File: src/rtl/jpeg_pkg.sv
// Shared JPEG pipeline definitions: bus widths, default frame geometry and
// the frame-reader FSM encoding, reused by the frame buffer controller and DWT.
package jpeg_pkg;

    localparam int unsigned ADDR_W = 18;
    localparam int unsigned PIX_W  = 8;
    localparam int unsigned WORD_W = 32;

    localparam int unsigned DEF_IMG_WIDTH  = 640;
    localparam int unsigned DEF_IMG_HEIGHT = 480;

    typedef enum logic [1:0] {
        ST_IDLE,
        ST_RUN,
        ST_DRAIN,
        ST_DONE
    } rd_state_t;

    // Byte 0 is [31:24], the earliest camera byte in the word.
    function automatic logic [PIX_W-1:0] word_byte(input logic [WORD_W-1:0] w,
                                                    input logic [1:0]        idx);
        logic [PIX_W-1:0] b;
        case (idx)
            2'd0:    b = w[31:24];
            2'd1:    b = w[23:16];
            2'd2:    b = w[15:8];
            default: b = w[7:0];
        endcase
        return b;
    endfunction

endpackage

File: src/rtl/sram_word_fifo.sv
// Synchronous first-word-fall-through FIFO for SRAM read words, with an
// occupancy count used by the reader's read-credit logic.
module sram_word_fifo
    import jpeg_pkg::*;
#(
    parameter int unsigned DEPTH = 4
) (
    input  logic                       clk_100,
    input  logic                       rst,
    input  logic                       wr_en,
    input  logic [WORD_W-1:0]          wr_data,
    input  logic                       rd_en,
    output logic [WORD_W-1:0]          rd_data,
    output logic                       empty,
    output logic [$clog2(DEPTH+1)-1:0] count
);

    localparam int unsigned AW = $clog2(DEPTH);
    localparam int unsigned CW = $clog2(DEPTH+1);

    logic [WORD_W-1:0] mem [DEPTH];
    logic [AW-1:0]     wr_ptr;
    logic [AW-1:0]     rd_ptr;
    logic              full;
    logic              do_wr;
    logic              do_rd;

    assign empty   = (count == '0);
    assign full    = (count == CW'(DEPTH));
    assign do_wr   = wr_en && !full;
    assign do_rd   = rd_en && !empty;
    assign rd_data = mem[rd_ptr];

    always_ff @(posedge clk_100) begin
        if (do_wr) begin
            mem[wr_ptr] <= wr_data;
        end
    end

    always_ff @(posedge clk_100 or negedge rst) begin
        if (!rst) begin
            wr_ptr <= '0;
            rd_ptr <= '0;
            count  <= '0;
        end else begin
            if (do_wr) wr_ptr <= wr_ptr + AW'(1);
            if (do_rd) rd_ptr <= rd_ptr + AW'(1);
            count <= count + CW'(do_wr) - CW'(do_rd);
        end
    end

endmodule

File: src/rtl/dwt_sram_reader.sv
// Frame fetch stage: walks the stored frame in SRAM, buffers returned words
// and streams unpacked pixels in raster order to the DWT over valid/ready.
module dwt_sram_reader
    import jpeg_pkg::*;
#(
    parameter int unsigned       IMG_WIDTH    = DEF_IMG_WIDTH,
    parameter int unsigned       IMG_HEIGHT   = DEF_IMG_HEIGHT,
    parameter logic [ADDR_W-1:0] BASE_ADDR    = '0,
    parameter int unsigned       READ_LATENCY = 2,
    parameter int unsigned       FIFO_DEPTH   = 4
) (
    input  logic              clk_100,
    input  logic              rst,
    input  logic              jpeg_start,
    input  logic [WORD_W-1:0] data_to_jpeg,
    output logic [ADDR_W-1:0] address_from_dwt,
    output logic [PIX_W-1:0]  pixel_data,
    output logic              pixel_valid,
    input  logic              pixel_ready,
    output logic [9:0]        pixel_x,
    output logic [9:0]        pixel_y,
    output logic              row_last,
    output logic              frame_done,
    output logic              busy
);

    localparam int unsigned TOTAL_WORDS = IMG_WIDTH * IMG_HEIGHT / 4;
    localparam int unsigned ISSUE_W     = ADDR_W + 1;
    localparam int unsigned CNT_W       = $clog2(FIFO_DEPTH + 1);
    localparam int unsigned OCC_W       = CNT_W + 2;
    localparam int unsigned IFL_W       = $clog2(READ_LATENCY + 1);

    rd_state_t               state_q, state_d;
    logic [ADDR_W-1:0]       addr_q, addr_d;
    logic [ISSUE_W-1:0]      issued_q;
    logic [READ_LATENCY-1:0] inflight_q;
    logic [IFL_W-1:0]        inflight_cnt_q;
    logic                    inflight_tail;

    logic [CNT_W-1:0]        fifo_count;
    logic                    fifo_empty;
    logic [WORD_W-1:0]       fifo_rdata;
    logic                    fifo_pop;

    logic [WORD_W-1:0]       word_q;
    logic [1:0]              byte_idx_q;
    logic                    pix_valid_q;
    logic [9:0]              x_q, y_q;

    logic                    start;
    logic                    issue;
    logic                    accept;
    logic                    last_pixel;
    logic [OCC_W-1:0]        occupancy;

    // The word held by the unpacker still occupies a buffer slot, so at most
    // FIFO_DEPTH words are ever outstanding between SRAM and the DWT.
    assign occupancy     = OCC_W'(inflight_cnt_q) + OCC_W'(fifo_count) + OCC_W'(pix_valid_q);
    assign start         = (state_q == ST_IDLE) && jpeg_start;
    assign issue         = start ||
                           ((state_q == ST_RUN) && (issued_q < ISSUE_W'(TOTAL_WORDS)) &&
                            (occupancy < OCC_W'(FIFO_DEPTH)));
    assign inflight_tail = inflight_q[READ_LATENCY-1];
    assign accept        = pix_valid_q && pixel_ready;
    assign last_pixel    = accept && (x_q == 10'(IMG_WIDTH - 1)) && (y_q == 10'(IMG_HEIGHT - 1));
    assign fifo_pop      = !fifo_empty && (!pix_valid_q || (accept && (byte_idx_q == 2'd3)));

    always_comb begin
        state_d = state_q;
        addr_d  = addr_q;
        case (state_q)
            ST_IDLE: begin
                addr_d = BASE_ADDR;
                if (jpeg_start) state_d = ST_RUN;
            end
            ST_RUN: begin
                if (issue) addr_d = addr_q + ADDR_W'(1);
                if (issued_q == ISSUE_W'(TOTAL_WORDS)) state_d = ST_DRAIN;
            end
            ST_DRAIN: begin
                if (last_pixel) state_d = ST_DONE;
            end
            ST_DONE: begin
                addr_d  = BASE_ADDR;
                state_d = ST_IDLE;
            end
            default: state_d = ST_IDLE;
        endcase
    end

    always_ff @(posedge clk_100 or negedge rst) begin
        if (!rst) begin
            state_q        <= ST_IDLE;
            addr_q         <= BASE_ADDR;
            issued_q       <= '0;
            inflight_q     <= '0;
            inflight_cnt_q <= '0;
        end else begin
            state_q        <= state_d;
            addr_q         <= addr_d;
            inflight_q     <= (inflight_q << 1) | READ_LATENCY'(issue);
            inflight_cnt_q <= inflight_cnt_q + IFL_W'(issue) - IFL_W'(inflight_tail);
            if (issue) issued_q <= start ? ISSUE_W'(1) : issued_q + ISSUE_W'(1);
        end
    end

    sram_word_fifo #(
        .DEPTH (FIFO_DEPTH)
    ) u_fifo (
        .clk_100 (clk_100),
        .rst     (rst),
        .wr_en   (inflight_tail),
        .wr_data (data_to_jpeg),
        .rd_en   (fifo_pop),
        .rd_data (fifo_rdata),
        .empty   (fifo_empty),
        .count   (fifo_count)
    );

    always_ff @(posedge clk_100 or negedge rst) begin
        if (!rst) begin
            word_q      <= '0;
            byte_idx_q  <= '0;
            pix_valid_q <= 1'b0;
            x_q         <= '0;
            y_q         <= '0;
        end else begin
            if (fifo_pop) begin
                word_q      <= fifo_rdata;
                byte_idx_q  <= '0;
                pix_valid_q <= 1'b1;
            end else if (accept) begin
                byte_idx_q <= byte_idx_q + 2'd1;
                if (byte_idx_q == 2'd3) pix_valid_q <= 1'b0;
            end

            if (start) begin
                x_q <= '0;
                y_q <= '0;
            end else if (accept) begin
                if (x_q == 10'(IMG_WIDTH - 1)) begin
                    x_q <= '0;
                    y_q <= (y_q == 10'(IMG_HEIGHT - 1)) ? '0 : y_q + 10'd1;
                end else begin
                    x_q <= x_q + 10'd1;
                end
            end
        end
    end

    assign address_from_dwt = addr_q;
    assign pixel_data       = word_byte(word_q, byte_idx_q);
    assign pixel_valid      = pix_valid_q;
    assign pixel_x          = x_q;
    assign pixel_y          = y_q;
    assign row_last         = pix_valid_q && (x_q == 10'(IMG_WIDTH - 1));
    assign frame_done       = (state_q == ST_DONE);
    assign busy             = (state_q == ST_RUN) || (state_q == ST_DRAIN);

endmodule

File: config.mk
export PLATFORM = sky130hd
export DESIGN_NAME = dwt_sram_reader
export DESIGN_NICKNAME = d
export VERILOG_FILES = /design/src/rtl/jpeg_pkg.sv /design/src/rtl/sram_word_fifo.sv /design/src/rtl/dwt_sram_reader.sv
export SDC_FILE = /design/constraint.sdc
export NUM_CORES = 1
export LEC_CHECK = 0
export CAP_MARGIN = 5
export CORE_ASPECT_RATIO = 1.75
export CORE_MARGIN = 4
export CORE_UTILIZATION = 25
export CTS_CLUSTER_SIZE = 20
export DETAILED_ROUTE_END_ITERATION = 10
export PLACE_DENSITY = 0.52
export SETUP_SLACK_MARGIN = 0.4
export SYNTH_ARGS = -nofsm -noshare
export SYNTH_HDL_FRONTEND = slang
export SYNTH_SLANG_ARGS = --single-unit
File: constraint.sdc
create_clock -name clk_100 -period 2.85 [get_ports clk_100]
set_clock_uncertainty 0.2 [all_clocks]
set_input_delay 0.7125 -clock clk_100 [delete_from_list [all_inputs] [get_ports clk_100]]
set_output_delay 0.7125 -clock clk_100 [all_outputs]
set_load 0.05 [all_outputs]
==> Word-level counts from Yosys, hierarchy flattened <==
Memories as Yosys holds them, arrays and structs flattened. A register that Yosys moved wholly into a read port is not among the register bits.
Cells that the tools add are included.
{ "word_totals": {"memories": 1, "out_inout_bits": 50, "ram_bits": 128, "regBits": 73, "elab_cells": 96, "input_bits": 36} }
{ "op_classes": {"order_cmp": 2, "reduce_logical": 31, "add_sub_neg": 13, "bitwise_logic": 1, "n_mux": 22, "eq_ne": 14} }
{ "memory_table": {"columns": ["name", "words", "width", "rd", "rd_clocked_by_memory_dff", "write_ports", "line", "source"], "rows": [
  ["u_fifo.mem", 4, 32, 1, 1, 1, "sram_word_fifo.sv:21", "logic [WORD_W-1:0] mem [DEPTH];"]
]} }
{ "ops": {"columns": ["cell", "n"], "rows": [
  ["$mux W10", 7],
  ["$pmux W18 S2", 1],
  ["$pmux W8 S3", 1],
  ["$add A10 B1 Y10 const B", 2],
  ["$add A19 B1 Y19 const B", 1],
  ["$eq A19 B17 Y1 const B", 1],
  ["$lt A19 B17 Y1 const B", 1],
  ["$mux W19", 1],
  ["$add A18 B1 Y18 const B", 1],
  ["$mux W18", 1],
  ["$logic_and A1 B1 Y1", 11],
  ["$eq A10 B10 Y1 const B", 1],
  ["$eq A10 B9 Y1 const B", 1],
  ["$mux W2", 5],
  ["$reduce_bool A2 Y1", 5],
  ["$eq A2 B2 Y1 const B", 4],
  ["$pmux W2 S4", 1],
  ["$add A2 B1 Y2 const B", 3],
  ["$ne A2 B2 Y1 const B", 3],
  ["$reduce_and A2 Y1", 3],
  ["$add A4 B1 Y5", 1],
  ["$lt A5 B3 Y1 const B", 1],
  ["$mux W1", 5],
  ["$add A2 B3 Y4", 1],
  ["14 further kinds", 21]
]} }

==> Longest topological paths before layout <==
Gate-level depths: netlist (run 1).
{ "logic_depth": {"word_depth": 7, "ltp_mapped": 11, "mapped_depth_nobuf": 10} }

==> By module <==
A second synthesis (run 1) with hierarchy kept.
{ "hier_totals": {"hier_cells": 718, "hier_area_um2": 10287.4} }
{ "modules_own_cells": {"columns": ["mod", "area_per_inst_um2", "cells_each", "n_inst", "seq_area_each_um2"], "rows": [
  ["dwt_sram_reader", 5154.9, 509, 1, 2452.4],
  ["sram_word_fifo", 5132.4, 209, 1, 4018.9]
]} }

==> Least setup slack after synthesis (run 1) <==
OpenSTA, ideal clock, no wires.
{ "synth_path": {"path_type": "register -> register", "start": "register state_q[1]", "end": "register inflight_cnt_q[1]", "required_ps": 2527, "path_buffers": 1, "synth_period_minus_slack_ps": 2833, "arrival_ps": 2511, "setup_slack_ps": 17, "setup_time_ps": 123, "stages_incl_launch_ff": 12, "cell_sequence": "dfrtp_1 > inv_1 > ha_1 > buf_4 > or3b_1 > a211oi_1 > a21oi_1 > ha_1 > inv_1 > ha_1 > xnor2_1 > xnor2_1"} }
{ "synth_between": {"elab_chain_cells": 6, "elab_cells_between_ends": 8, "cone_classes": "2 x add/sub; 1 x eq/ne; 5 x reduce/logical"} }
{ "synth_rtl": {"columns": ["item", "line", "source"], "rows": [
  ["start: declaration", "dwt_sram_reader.sv:33", "rd_state_t state_q, state_d;"],
  ["start signal: assignment", "dwt_sram_reader.sv:99", "state_q <= state_d;"],
  ["$eq A2 B1 Y1", "dwt_sram_reader.sv:61", "((state_q == ST_RUN) && (issued_q < ISSUE_W'(TOTAL_WORDS)) &&"],
  ["$logic_and A1 B1 Y1 (2 in series)", "dwt_sram_reader.sv:61", null],
  ["$logic_or A1 B1 Y1 (*)", "dwt_sram_reader.sv:60", "assign issue = start ||"],
  ["$add A2 B1 Y2 (*)", "dwt_sram_reader.sv:102", "inflight_cnt_q <= inflight_cnt_q + IFL_W'(issue) - IFL_W'(inflight_tail);"],
  ["$sub A2 B1 Y2 (*)", "dwt_sram_reader.sv:102", null],
  ["end signal: assignment", "dwt_sram_reader.sv:102", null],
  ["end: declaration", "dwt_sram_reader.sv:37", "logic [IFL_W-1:0] inflight_cnt_q;"]
]} }
Mark *: on every way between the ends. The rest lies on a longest branch, timed or not.
A chain may end at the register's enable or synchronous reset.

==> Worst setup path after layout (run 1) <==
{ "layout_path": {"start": "register byte_idx_q[0]", "end": "output port pixel_data[5]"} }
{ "layout_between": {"elab_chain_cells": 2, "elab_cells_between_ends": 4, "cone_classes": "2 x eq/ne; 1 x mux; 1 x reduce/logical"} }
{ "layout_rtl": {"columns": ["item", "line", "source"], "rows": [
  ["start: declaration", "dwt_sram_reader.sv:46", "logic [1:0] byte_idx_q;"],
  ["start signal: assignment", "dwt_sram_reader.sv:133", "byte_idx_q <= byte_idx_q + 2'd1;"],
  ["$eq A2 B2 Y1, or another cell as far along", "jpeg_pkg.sv:23", "case (idx)"],
  ["$pmux W8 S3 (*)", "jpeg_pkg.sv:23", null],
  ["end: declaration", "dwt_sram_reader.sv:17", "output logic [PIX_W-1:0] pixel_data,"]
]} }
Marks and branches as above.

==> flow_metrics.env, run 1 <==
export IMPL_min_period_over_period_pct=106
export IMPL_fill_cells=3848
export IMPL_worstMarginPinSlew_ps=841
export IMPL_pwr_share_seq_pct=38.1
export IMPL_dpl_cell_area_um2=11900
export IMPL_hold_path_cell_count=0
export IMPL_routed_wirelength_um=24900
export IMPL_setup_tns_ps=-836
export IMPL_grt_max_degree=54
export IMPL_final_antenna_net_count=0
export IMPL_p_leak_nw=4.92
export IMPL_grt_overflow_total=0
export IMPL_avgRoutedWirePerCell_um=18.6
export IMPL_setup_viol=8
export IMPL_finalCriticalPeriod_ps=3030
export IMPL_rrSetupSlack_ps=290
export IMPL_timing_final_ws_setup_ps=-184
export IMPL_htreeDepth=1
export IMPL_r2r_start="state_q[0]"
export IMPL_via_per_inst=4.64
export IMPL_drive_above_1_share_pct=29.1
export IMPL_worstPathRequired_ps=1940
export IMPL_drc_errors=0
export IMPL_netlist_top_cells_area="edfxtp_1 (38%), dfrtp_1 (26%), mux4_2 (7.2%)"
export IMPL_rsz0062_at_grt="true"
export IMPL_cts_buffers=24
export IMPL_wl_met1_um=9230
export IMPL_core_area_um2=39400
export IMPL_num_antenna_cells=0
export IMPL_synth_edf_count=128
export IMPL_cp_start_kind="flip-flop"
export IMPL_swShare_pct=30.1
export IMPL_rr_worst_depth=7
export IMPL_netlist_area_leader_share_pct=38.5
export IMPL_cts_sinks=233
export IMPL_hold_viol_final=0
export IMPL_ir_worst_vdd_uv=947
export IMPL_synth_most_common_cell="edfxtp_1"
export IMPL_synth_avg_cell_area_um2=14.3
export IMPL_ys_seq_elements=233
export IMPL_initial_core_util_pct=25.4
export IMPL_die_x_um=159
export IMPL_yosysTopAreaCell="edfxtp_1"
export IMPL_postSynth_asyncResetShare_pct=45.1
export IMPL_die_y_um=273
export IMPL_wl_met3_um=720
export IMPL_clk_path_buf_depth=3
export IMPL_top_layer="met4"
export IMPL_drt_iter0_drc=258
export IMPL_maxSlewViolCount=0
export IMPL_route_met2_wl_um=14400
export IMPL_hpwl_um=16500
export IMPL_synthTopCellsByCount="edfxtp_1 (128), dfrtp_1 (105), nand2_1 (45)"
export IMPL_rows=96
export IMPL_clk_insertion_delay_late_ps=540
export IMPL_grt_pass1_vias=6595
export IMPL_p_int_mw=7.69
export IMPL_gp_congestion=0.750
export IMPL_power_mw=11.0
export IMPL_maxCapViolations=0
export IMPL_grt_usage_pct=11.3
export IMPL_dr_total_vias=6213
export IMPL_path_clk_slew_ps=60
export IMPL_criticalPathCategory="flip-flop to primary output"
export IMPL_worstPathArrival_ps=2120
export IMPL_grt_pass1_wl_um=38800
export IMPL_path_max_fanout=8
export IMPL_synth_warnings=0
export IMPL_pwr_density_cell_nw_per_um2=830
export IMPL_syn_nets=761
export IMPL_antenna_found_initial=0
export IMPL_ios=86
export IMPL_worstHoldEndpoint="inflight_q[1]"
export IMPL_r2r_end="issued_q[13]"
export IMPL_p_clk_share_pct=32.0
export IMPL_hp_start="inflight_q[0]"
export IMPL_netlist_area_um2=9990
export IMPL_fmax_mhz=330
export IMPL_failed_checks="setup timing"
export IMPL_dr_pass1_iters=5
export IMPL_worstSetupEndpointType="primary output"
export IMPL_status="complete, but fails checks"
export IMPL_fin_area_um2=13300
export IMPL_ys_seq_area_share_pct=64.7
export IMPL_holdWs_ps=144
export IMPL_area_growth_pct=32.6
export IMPL_fin_nets=895
export IMPL_die_area_um2=43400
export IMPL_dp_slack_ps=-64.4
export IMPL_hold_path_class="flip-flop to flip-flop"
export IMPL_switchingPower_mw=3.31
export IMPL_clock_root_buffer="clkbuf_16"
export IMPL_power_frac_comb_pct=29.9
export IMPL_ys_flop_type="edfxtp_1"
export IMPL_synth_cell_types=53
export IMPL_cts_tree="built"
export IMPL_maxSlewHeadroom_pct=43.8
export IMPL_place_port_buffers=85
export IMPL_synth_cells=699
## layer usage
layer,up-vias,GRT usage [%]
li1,2913,-
met2,101,22.7
met3,31,1.54
met5,-,0
met4,0,3.18
met1,3168,12.2
## state kept, by name (all words and copies together), names as in the netlist, 3 cells and up
register          flops
u_fifo.mem          128
word_q               32
issued_q             19
address_from_dwt     18
pixel_x              10
pixel_y              10
u_fifo.count          3
## power groups by stage
stage	Combinational, mW	Clock, mW	Sequential, mW
finish	3.29	3.52	4.19
global placement	3.20	0	4.24
detailed placement	3.22	0	4.24
CTS	3.33	3.65	4.19
floorplan	1.98	0	4.22
global route	3.52	3.77	4.24
## metrics by stage
step           instances  utilization, %
6_report            1340            33.6
5_1_grt             1340            33.6
2_1_floorplan        699               -
4_1_cts             1334            33.3
3_3_place_gp        1275            30.2
3_5_place_dp        1275            30.2
## worst max-delay path, cell delays in order, from the launching register on
cell      delay, ps
dfrtp_2         440
inv_4            60
ha_4            200
a222oi_1        530
mux2i_4         170
buf_12          190
## final cells by class
type	instances	area, um^2	area share [%]
clock inverters	16	273	2.06
well taps	490	613	4.63
inverters	27	106	0.802
repair buffers	138	1450	10.9
multi-input cells	409	3710	28.0
flip-flops and latches	233	6490	48.9
clock buffers	27	612	4.62
## worst max-delay path by stage
stage,startpoint,end,slack (ps),cells after the start
6_report,byte_idx_q[0],pixel_data[5],-180,5
5_1_grt,byte_idx_q[0],pixel_data[5],-280,5
4_1_cts,byte_idx_q[0],pixel_data[5],-260,5
3_5_place_dp,pixel_ready,state_q[1],-60,6
3_3_place_gp,pixel_ready,state_q[1],-20,6
2_1_floorplan,state_q[0],address_from_dwt[16],200,8
## cell families after synthesis
kind of cell | share of synthesized area (%)
adder cells (fa/ha/maj) | 3.33
AND/OR/NAND/NOR | 9.45
multiplexers | 11.1
flip-flops | 64.7
XOR/XNOR | 2.89
AO/OA/AOI/OAI | 6.27
buffers and inverters | 2.19
## cell usage in the layout, fill, tap and decap left out, types with 7 or more instances in the layout
cell,synthesis,layout
a21oi_1,23,17
a222oi_1,8,8
and2_1,11,10
buf_12,0,17
buf_4,1,39
bufinv_16,0,7
clkbuf_16,0,24
clkbuf_2,0,7
clkdlybuf4s15_1,0,7
clkdlybuf4s15_2,0,16
clkdlybuf4s50_1,0,33
dfrtp_1,105,92
dfrtp_2,0,13
dlygate4sd2_1,0,8
edfxtp_1,128,128
ha_1,25,17
inv_1,27,23
mux2_2,24,24
mux2i_4,0,8
mux4_2,32,32
nand2_1,45,45
nand3_1,22,21
nand4_1,11,11
nor2_1,42,42
nor3_1,10,7
o21ai_0,21,18
o21ai_1,11,13
o31ai_1,8,7
xnor2_1,23,22
xor2_1,10,10
## repair_timing
action                     CTS  global route
hold endpoints to repair    23             0
setup endpoints to repair   74            53
buffers inserted            15             6
hold buffers                 1             0
pin swaps                   23            15
resized for setup          130            34
Note: power is estimated with default switching activity, not from simulation.
==> run 2: changes to the inputs <==
PLACE_DENSITY = 0.51   (was 0.52)
clock period = 3.7 ns   (was 2.85 ns; I/O delays follow)
==> run 2 against run 1 <==
Against the previous run:
- the run now ends clean
- final cell count fell by 1.9%
- worst setup slack improved by 670 ps
- global-route usage barely moved
- largest power group unchanged
- core utilization fell by 2.1 points
- routed wire length fell by 1.1%
- sequential share of layout area rose by 3.1 points
- combinational power fell by 40%
- power fell by 29%
- design area fell by 6.1%
- clock-buffer cell count rose by 2
==> flow_metrics.env, run 2 (same netlist as run 1, synthesis figures left out) <==
export IMPL_clk_insertion_delay_late_ps=540
export IMPL_routed_wirelength_um=24600
export IMPL_pwr_density_cell_nw_per_um2=631
export IMPL_grt_overflow_total=0
export IMPL_place_port_buffers=85
export IMPL_fin_nets=868
export IMPL_mostFrequentLayoutCells="edfxtp_1 (128), dfrtp_1 (103), clkdlybuf4s50_1 (74)"
export IMPL_path_max_fanout=8
export IMPL_avgRoutedWirePerCell_um=18.7
export IMPL_ios=86
export IMPL_dr_total_vias=6106
export IMPL_cts_tree="built"
export IMPL_p_leak_nw=4.61
export IMPL_drc_errors=0
export IMPL_hpwl_um=16800
export IMPL_rows=96
export IMPL_clk_path_buf_depth=3
export IMPL_antenna_found_initial=0
export IMPL_power_frac_comb_pct=25.2
export IMPL_maxCapViolations=0
export IMPL_holdBufCountCts=0
export IMPL_grt_pass1_vias=6474
export IMPL_cts_sinks=233
export IMPL_area_growth_pct=24.5
export IMPL_die_x_um=159
export IMPL_dp_slack_ps=359
export IMPL_ir_worst_vdd_uv=765
export IMPL_switchingPower_mw=2.43
export IMPL_min_period_over_period_pct=86.7
export IMPL_num_antenna_cells=0
export IMPL_worstSetupEndpointType="primary output"
export IMPL_pwr_share_seq_pct=41.8
export IMPL_worstPathArrival_ps=2080
export IMPL_rsz0062_at_grt="true"
export IMPL_p_clk_share_pct=32.9
export IMPL_setup_viol=0
export IMPL_largest_register="u_fifo.mem"
export IMPL_swShare_pct=30.9
export IMPL_drt_iter0_drc=325
export IMPL_final_cells=1315
export IMPL_post_route_util_pct=31.6
export IMPL_p_int_mw=5.42
export IMPL_hold_viol_final=0
export IMPL_path_clk_slew_ps=60
export IMPL_worstMarginPinSlew_ps=1030
export IMPL_initial_core_util_pct=25.4
export IMPL_via_per_inst=4.64
export IMPL_power_mw=7.85
export IMPL_maxSlewViolCount=0
export IMPL_cp_start_kind="flip-flop"
export IMPL_grt_pass1_wl_um=38500
export IMPL_worstPathRequired_ps=2570
export IMPL_status="finished clean"
export IMPL_finalCriticalPeriod_ps=3210
export IMPL_die_y_um=273
export IMPL_htreeDepth=1
export IMPL_maxSlewHeadroom_pct=31.3
export IMPL_core_area_um2=39400
export IMPL_fmax_mhz=312
export IMPL_final_antenna_net_count=0
export IMPL_cts_buffers=25
export IMPL_dr_pass1_iters=5
export IMPL_layout_commonest_cell="edfxtp_1"
export IMPL_hold_path_class="flip-flop to flip-flop"
export IMPL_clock_root_buffer="clkbuf_16"
export IMPL_place_inst=1267
export IMPL_grt_max_degree=49
export IMPL_die_area_um2=43400
export IMPL_criticalPathCategory="flip-flop to primary output"
export IMPL_reg_largest_list="u_fifo.mem x128, word_q x32, issued_q x19"
export IMPL_grt_usage_pct=11.3
export IMPL_timing_final_ws_setup_ps=491
export IMPL_setup_tns_ps=0
export IMPL_gp_congestion=0.797
export IMPL_drive_above_1_share_pct=17.6
export IMPL_largest_reg_flops=128
-- run 2: changes by cell type in the layout (fill, tap and decap cells not counted), sizes merged --
cell / before / now
buf: 64 / 35
clkinv: 6 / 10
bufinv: 7 / 4
dlygate4sd3: 1 / 0
clkdlybuf4s18: 1 / 0
clkbuf: 34 / 29
dlygate4sd2: 8 / 0
clkdlybuf4s50: 33 / 74
dlymetal6s2s: 1 / 0
clkdlybuf4s15: 23 / 1
-- run 2: stage by stage --
stage / hold WS (ps) / cell area, um^2
floorplan: 131 / 9990
global placement: 137 / 11500
detailed placement: 137 / 11500
CTS: 159 / 12400
global route: 171 / 12400
finish: 158 / 12400
-- run 2: power groups by stage --
stage	registers [mW]	clock network [mW]	logic (mW)
4_1_cts	3.29	2.69	1.96
2_1_floorplan	3.25	0	1.34
5_1_grt	3.32	2.78	2.15
3_3_place_gp	3.34	0	1.99
3_5_place_dp	3.35	0	1.99
6_report	3.28	2.59	1.98
-- run 2: critical path, cell delays in order (launching register included) --
cell      delay, ps
dfrtp_1         410
inv_2            90
ha_4            190
a222oi_1        470
mux2i_2         200
buf_6           200
-- run 2: per-layer routing --
metal | global-route usage (%) | part of all wire, % | vias to the layer above
li1 | - | - | 2852
met1 | 12.2 | 37 | 3111
met2 | 22.3 | 57 | 112
met3 | 1.55 | 3.2 | 31
met4 | 3.93 | 2.6 | 0
met5 | 0 | 0 | -
-- run 2: final timing paths --
kind	start	endpoint	slack (ps)	cells past startpoint
setup / recovery	byte_idx_q[0]	pixel_data[5]	490	5
hold / removal	inflight_q[0]	inflight_q[1]	160	0
setup reg to reg	state_q[1]	inflight_cnt_q[1]	750	11
hold reg to reg	inflight_q[0]	inflight_q[1]	160	0
max in group asynchronous	rst	word_q[12]	2380	2
min in group asynchronous	rst	address_from_dwt[16]	220	1
-- run 2: final cells by class --
type,instances,area (um^2)
Fill cell,3903,27000
Clock buffer,29,651
Inverter,27,101
Multi-Input combinational cell,409,3370
Timing Repair Buffer,110,1030
Sequential cell,233,6470
Clock inverter,17,196
Tap cell,490,613
-- run 2: what timing repair did --
item | 4_1_cts | 5_1_grt
setup endpoints to repair | 10 | 6
gates cloned | 0 | 0
gates resized for setup | 45 | 18
hold endpoints to repair | 0 | 0
pin swaps | 2 | 3
buffers inserted | 1 | 1
==> run 3: changes to the inputs <==
HOLD_SLACK_MARGIN = 0.15   (was not set)
==> results of run 3 <==
The final DEF is identical to that of run 2; final timing and power are the same.
